`src/rtl/wqi_class_qualifier.sv`:
```
// Water-quality class qualifier: maps fuzzy set IDs to classes and commits a class
// only after PERSIST consecutive agreeing samples. Optional sticky alarm: WQI_ALARM_EN.
module wqi_class_qualifier #(
  parameter int unsigned PERSIST = 4
) (
  input  logic        CLK,
  input  logic        RST_N,
  input  logic        IN_VALID,
  input  logic [7:0]  SET_ID,
  input  logic [7:0]  WQI_FUZZY,
  output logic        OUT_VALID,
  input  logic        OUT_READY,
  output logic [2:0]  OUT_CLASS,
  output logic [7:0]  OUT_STRENGTH,
  output logic        ID_ERR,
  output logic [15:0] EVENT_CNT,
  output logic        ALARM,
  input  logic        ALARM_CLR
);

  localparam logic [7:0] PersistC = 8'(PERSIST);

  typedef enum logic [1:0] {IDLE, TRACK, PEND} stateT;

  stateT      state;
  logic [2:0] candClass;
  logic [7:0] candCnt;
  logic [7:0] candStr;
  logic [2:0] commClass;
  logic       idLegal;
  logic [2:0] sampleClass;

  assign idLegal = (SET_ID != 8'd0) && (SET_ID < 8'd8);

  always_comb begin
    sampleClass = '0;
    case (SET_ID)
      8'd1:       sampleClass = 3'd7;
      8'd2, 8'd3: sampleClass = 3'd1;
      8'd4:       sampleClass = 3'd2;
      8'd5:       sampleClass = 3'd3;
      8'd6:       sampleClass = 3'd4;
      8'd7:       sampleClass = 3'd5;
      default:    sampleClass = '0;
    endcase
  end

  always_ff @(posedge CLK or negedge RST_N) begin
    if (!RST_N) begin
      state        <= IDLE;
      candClass    <= '0;
      candCnt      <= '0;
      candStr      <= '0;
      commClass    <= '0;
      OUT_VALID    <= 1'b0;
      OUT_CLASS    <= '0;
      OUT_STRENGTH <= '0;
      ID_ERR       <= 1'b0;
      EVENT_CNT    <= '0;
    end else begin
      ID_ERR <= IN_VALID && !idLegal;
      if (IN_VALID) begin
        if (!idLegal) begin
          candCnt <= '0;
        end else if (state != IDLE && sampleClass == commClass) begin
          candCnt <= '0;
        end else if (sampleClass == candClass && candCnt != '0) begin
          candCnt <= (candCnt >= PersistC) ? PersistC : candCnt + 8'd1;
          candStr <= WQI_FUZZY;
        end else begin
          candClass <= sampleClass;
          candCnt   <= 8'd1;
          candStr   <= WQI_FUZZY;
        end
      end
      // Commit uses the registered candidate and its later candCnt write overrides the sample path.
      case (state)
        IDLE, TRACK: begin
          if (candCnt == PersistC) begin
            commClass    <= candClass;
            OUT_CLASS    <= candClass;
            OUT_STRENGTH <= candStr;
            OUT_VALID    <= 1'b1;
            candCnt      <= '0;
            state        <= PEND;
          end
        end
        PEND: begin
          if (OUT_READY) begin
            OUT_VALID <= 1'b0;
            EVENT_CNT <= EVENT_CNT + 16'd1;
            state     <= TRACK;
          end
        end
        default: state <= IDLE;
      endcase
    end
  end

`ifdef WQI_ALARM_EN
  always_ff @(posedge CLK or negedge RST_N) begin
    if (!RST_N) begin
      ALARM <= 1'b0;
    end else if (state == PEND && OUT_READY && OUT_CLASS >= 3'd4) begin
      ALARM <= 1'b1;
    end else if (ALARM_CLR) begin
      ALARM <= 1'b0;
    end
  end
`else
  logic unusedAlarmClr;
  assign unusedAlarmClr = ALARM_CLR;
  assign ALARM = 1'b0;
`endif

endmodule

```
`config.mk`:
```
export PLATFORM = sky130hd
export DESIGN_NAME = wqi_class_qualifier
export DESIGN_NICKNAME = d
export VERILOG_FILES = /design/src/rtl/wqi_class_qualifier.sv
export SDC_FILE = /design/constraint.sdc
export NUM_CORES = 1
export LEC_CHECK = 0
export BUFFER_PORTS_ARGS = -buffer_cell sky130_fd_sc_hd__buf_2
export CORE_ASPECT_RATIO = 1.25
export CORE_MARGIN = 3
export CORE_UTILIZATION = 48
export DETAILED_ROUTE_END_ITERATION = 7
export PLACE_DENSITY = 0.75
export SYNTH_ARGS = -nofsm -noshare
export SYNTH_HDL_FRONTEND = slang
export SYNTH_SLANG_ARGS = --single-unit
```
`constraint.sdc`:
```
create_clock -name CLK -period 2.1 [get_ports CLK]
set_clock_uncertainty 0.05 [all_clocks]
set_input_delay 0.42 -clock CLK [delete_from_list [all_inputs] [get_ports CLK]]
set_output_delay 0.42 -clock CLK [all_outputs]
set_load 0.1 [all_outputs]
```
After elaboration in Yosys (flattened, before gate mapping)
Index checks and enable logic that the tools add are counted.
{"block": "totals", "elab_cells": 61, "ff_bits": 50, "inputBits": 21}
{"block": "op_classes", "eq_ne": 14, "n_bitwise": 2, "addsub": 2, "magnitude_cmp": 2, "muxes": 14, "reduce_logical": 18}
{"op": "$mux W8", "n": 7}
{"op": "$eq A8 B3 Y1 const B", "n": 5}
{"op": "$pmux W3 S6", "n": 1}
{"op": "$add A16 B1 Y16 const B", "n": 1}
{"op": "$eq A8 B2 Y1 const B", "n": 2}
{"op": "$reduce_bool A8 Y1", "n": 2}
{"op": "$add A8 B1 Y8 const B", "n": 1}
{"op": "$eq A8 B1 Y1 const B", "n": 1}
{"op": "$ge A8 B3 Y1 const B", "n": 1}
{"op": "$lt A8 B4 Y1 const B", "n": 1}
{"op": "$eq A3 B3 Y1", "n": 2}
{"op": "$reduce_and A2 Y1", "n": 3}
{"op": "$reduce_and A3 Y1", "n": 2}
{"op": "$logic_and A1 B1 Y1", "n": 4}
{"op": "$mux W2", "n": 2}
{"op": "$ne A2 B2 Y1 const B", "n": 2}
{"op": "$pmux W2 S2", "n": 1}
{"op": "$reduce_and A4 Y1", "n": 1}
{"op": "$reduce_bool A2 Y1", "n": 2}
{"op": "$reduce_or A2 Y1", "n": 2}
{"op": "$eq A2 B1 Y1 const B", "n": 1}
{"op": "$eq A2 B2 Y1 const B", "n": 1}
{"op": "$logic_not A2 Y1", "n": 1}
{"op": "$mux W1", "n": 2}
{"op": "3 further kinds", "n": 4}

Depth between registers and ports, before layout
{"block": "logic_depth", "depth_word": 11, "depth_mapped": 7}

Worst setup path before layout
OpenSTA, ideal clock, no wires.
{"block": "synth_path", "kind": "reg-to-reg", "from": "register commClass[0]", "to": "register candClass[0]", "path_stages_with_launch": 6, "arrival_time_ns": 2.456, "required_time_ns": 1.925, "path_slack_ns": -0.531, "path_cell_list": "dfrtp_1 > mux2_2 > a222oi_1 > o311a_2 > buf_6 > mux2_4"}
{"block": "synth_via", "elab_chain_cells": 4}
{"item": "start, declared", "line_no": "29", "text": "logic [2:0] commClass;"}
{"item": "start signal, assigned", "line_no": "80", "text": "commClass <= candClass;"}
{"item": "$eq A3 B3 Y1", "line_no": "65", "text": "end else if (state != IDLE && sampleClass == commClass) begin"}
{"item": "$logic_and A1 B1 Y1", "line_no": "65"}
{"item": "$not A1 Y1 (no source line)"}
{"item": "$reduce_and A4 Y1 (no source line)"}
{"item": "end signal, assigned", "line_no": "71", "text": "candClass <= sampleClass;"}
{"item": "end, declared", "line_no": "26", "text": "logic [2:0] candClass;"}
No other way between the ends.
A chain may end at the register's enable or synchronous reset.

Worst setup path after layout
{"block": "layout_path", "from": "register commClass[0]", "to": "register candStr[4]"}
{"block": "layout_via", "elab_chain_cells": 4}
{"item": "$eq A3 B3 Y1", "line_no": "65"}
{"item": "$logic_and A1 B1 Y1", "line_no": "65"}
{"item": "$not A1 Y1 (no source line)"}
{"item": "$reduce_and A3 Y1 (no source line)"}
{"item": "end signal, assigned", "line_no": "53", "text": "candStr <= '0;"}
{"item": "end signal, assigned", "line_no": "69", "text": "candStr <= WQI_FUZZY;"}
{"item": "end signal, assigned", "line_no": "73", "text": "candStr <= WQI_FUZZY;"}
{"item": "end, declared", "line_no": "28", "text": "logic [7:0] candStr;"}
No other way between the ends.

==> metrics <==
status=finished, final reports clean; pin count of the biggest net entering global routing=35; Sw Pwr=approximately 0.41 mW; flops & latches, synth=50; CTS tree=yes; Max Freq=approximately 500 MHz; Max FO, Critical Path=6; r2r endpoint=candStr[4]; Synth-to-Final Area Change=24.6%; placed inst area=~0.0028 mm2; GR Util met2=between 20% and 30%; kind of critical path=reg -> reg; final hold viol count=0; crit start category=flip-flop; worst skew pair latency=around 0.3 ns; Critical Path Sink=candStr[4]; worst path cell trace=mux2_4, a222oi_1, buf_4, o311a_4, mux2_4; Die W=68.5 um; Placed Cells=307; setup repair after global routing missed its margin=no; Detailed Routing Iterations Pass 1=4; CP endpoint kind=flip-flop; Die ar.=around 0.0058 mm2; pwr dens=roughly 620 mW/mm2; HP Class=in -> async; maximum vdd drop=516 uV; Synthesis Warnings=0; CP most frequent cell=mux2_4; Iteration-0 DRC Markers=between 40 and 50; pre-CTS setup slack=-0.235 ns; path depth of the worst reg2reg path=5; vias in the first global route=around 1700; Worst path max stage delay=between 0.4 and 0.5 ns; met3 Use GR=just over 4%; final instance area=roughly 0.0029 mm2; gr ovfl total=0; clock sinks=50; Critical Path Start=commClass[0]; antenna-violating nets left=0; Placer Congestion=between 0.7 and 0.8; hold_buf cts=0; initial core utilization=between 50 and 60%; Main synth FF type=dfrtp_1; number of flops mapped to enable cells by yosys=0; post-synthesis cell count=191; WL final=4.44 mm; nets=about 280; top cells by count, synth=50 x dfrtp_1, 15 x mux2_2, 14 x nand2_1, 14 x xnor2_1, 11 x nor2_1; Final Critical Period=approximately 2.0 ns; Row Count=27; sequential-to-total area share from yosys stat=about 53%; Worst Path Required=2.24 ns; Worst EP arrival=2.16 ns; DRC Markers=0; Leak=1.50 nW; Slew Limit Fails=0; Vias=between 1500 and 2000; master of the slowest instance on the critical path=dfrtp_4; Most Crowded Layer GR=met2; setup violators final=0; Reg2Reg Launch Point=commClass[0]; CTS Buf Count=5; Die Y=84.1 um; layout cells sized above 1=44.0%; Max clock buf depth=2; Pint=approximately 1.4 mW; Top Ports=slightly above 50; Avg Cell Area, Syn=roughly 12 um2; CTS H-Tree Depth=2; vias per inst=~5.3; asr flop ratio synth=100%; Logic pwr share=around 7.5%; setup TNS=0 ns; top-count cell post-synth=dfrtp_1; clk root buf=clkbuf_8; clock network fraction of total power=37.9%; synth top area cells=dfrtp_1 53%, mux2_2 7.2%, xnor2_1 5.2%, mux2_4 5.1%, nand2_1 2.2%; Max-cap violations=0; CTS clk-pin slew, worst paths=0.09 ns; initial antenna violation count=0; Synth Cell Area=roughly 0.0023 mm2; Port Buf Inserts=between 40 and 50; Sw Share=22.5%; antenna cells=0; Synth cell types=between 40 and 50; Slew @ Worst Pin=about 0.74 ns; final worst path period share=between 90% and 100%; reg2reg setup slack=between 0.08 and 0.09 ns; sequential share of power=~55%; Syn Nets=between 200 and 250; Slew Limit Headroom=about half; GRT Util Overall=around 17%; WL per Instance=around 14 um; Setup WS post-layout=around 0.081 ns; post-synth top area share=53.4%; non-filler cells, final=roughly 320; Synth area leader=dfrtp_1; Core ar.=0.00456 mm2; Post-DP HPWL=between 3 and 4 mm; met1 usage=about a fifth; global-route wire length before repair=7.70 mm
## cell type report
class / count / area (um2)
clock inverters: 3 / 48.8
repair buffers: 67 / 395
multi-input cells: 130 / 1060
inverters: 4 / 15.0
flip-flops and latches: 50 / 1260
clock buffers: 5 / 68.8
fillers: 381 / 1640
well taps: 58 / 72.6
## logic make-up after synthesis
logic type / count (synthesis) / share of synthesized area, %
adders and majority gates: 3 / 1.60
muxes: 23 / 12.3
DFF: 50 / 53.4
AOI/OAI and AO/OA: 16 / 5.92
buffers and inverters: 12 / 3.20
xor gates and xnor gates: 19 / 7.10
other: 1 / 0.160
and+or+nand+nor: 67 / 16.3
## flip-flops by register name (all words and copies together), names as in the netlist
name	flops
ID_ERR	1
EVENT_CNT	16
OUT_STRENGTH	8
candClass	3
candStr	8
OUT_VALID	1
state	2
commClass	3
candCnt	8
## routing by layer
metal / share of wire (%) / vias up / wire length (um)
met1: 40 / 821 / 1790
met4: 1.4 / 0 / 63
li1: - / 804 / -
met3: 5.2 / 8 / 231
met2: 53 / 43 / 2360
met5: 0 / - / 0
## metrics by stage
stage | power (mW) | hold slack, ns | utilization [%]
final | 1.82 | 0.117 | 64.1
after global routing | 1.90 | 0.169 | 64.1
after CTS | 1.84 | 0.141 | 63.8
after detailed placement | 1.15 | 0.407 | 60.6
after global placement | 1.15 | 0.406 | 60.6
after floorplan | 1.09 | 0.0744 | -
## worst min path at each step
stage / start / cells past startpoint / slack, ns / to
after floorplan: RST_N / 0 / 0.07 / EVENT_CNT[0]
after global placement: EVENT_CNT[15] / 1 / 0.41 / EVENT_CNT[15]
after detailed placement: EVENT_CNT[15] / 1 / 0.41 / EVENT_CNT[15]
after CTS: RST_N / 1 / 0.14 / EVENT_CNT[3]
after global routing: RST_N / 1 / 0.17 / candCnt[1]
final: RST_N / 1 / 0.12 / state[0]
## cells in the final DEF (no fill, tap or decap), types with 2 or more instances in the layout
cell      Yosys  final
buf_2         3     48
dfrtp_1      50     43
buf_4         1     18
nand2_1      14     14
xnor2_1      14     14
mux2_2       15     14
nor2_1       11     11
mux2_4        8      9
dfrtp_2       0      6
nor2b_1       6      6
nand3_1       6      6
xor2_1        5      5
nor3_1        6      5
nand4_1       5      5
clkbuf_8      0      5
inv_1         4      4
nor3b_1       4      4
ha_1          3      3
a21o_1        2      2
and2_1        2      2
o311a_4       0      2
nand2b_1      2      2
a31o_1        2      2
o311ai_0      2      2
## power groups by stage
| stage | combinational (mW) | clock (mW) | sequential, mW |
|---|---|---|---|
| after floorplan | 0.0686 | 0 | 1.02 |
| after global placement | 0.131 | 0 | 1.01 |
| after detailed placement | 0.135 | 0 | 1.02 |
| after CTS | 0.138 | 0.710 | 0.996 |
| after global routing | 0.152 | 0.750 | 1.00 |
| final | 0.136 | 0.690 | 0.996 |
## timing repair
| action | in CTS | in global routing |
|---|---|---|
| pin swaps | 2 | 2 |
| setup buffers | 1 | 0 |
| endpoints found under the setup margin | 11 | 10 |
| resized for setup | 1 | 1 |
| cloned | 1 | 0 |
## worst max-delay path, delay by kind of cell (launching register included)
kind,cells,cell delay [ns]
mux,2,0.61
flops,1,0.49
compound gates,2,0.56
buf+inv,1,0.19
(Power assumes the default switching activity.)
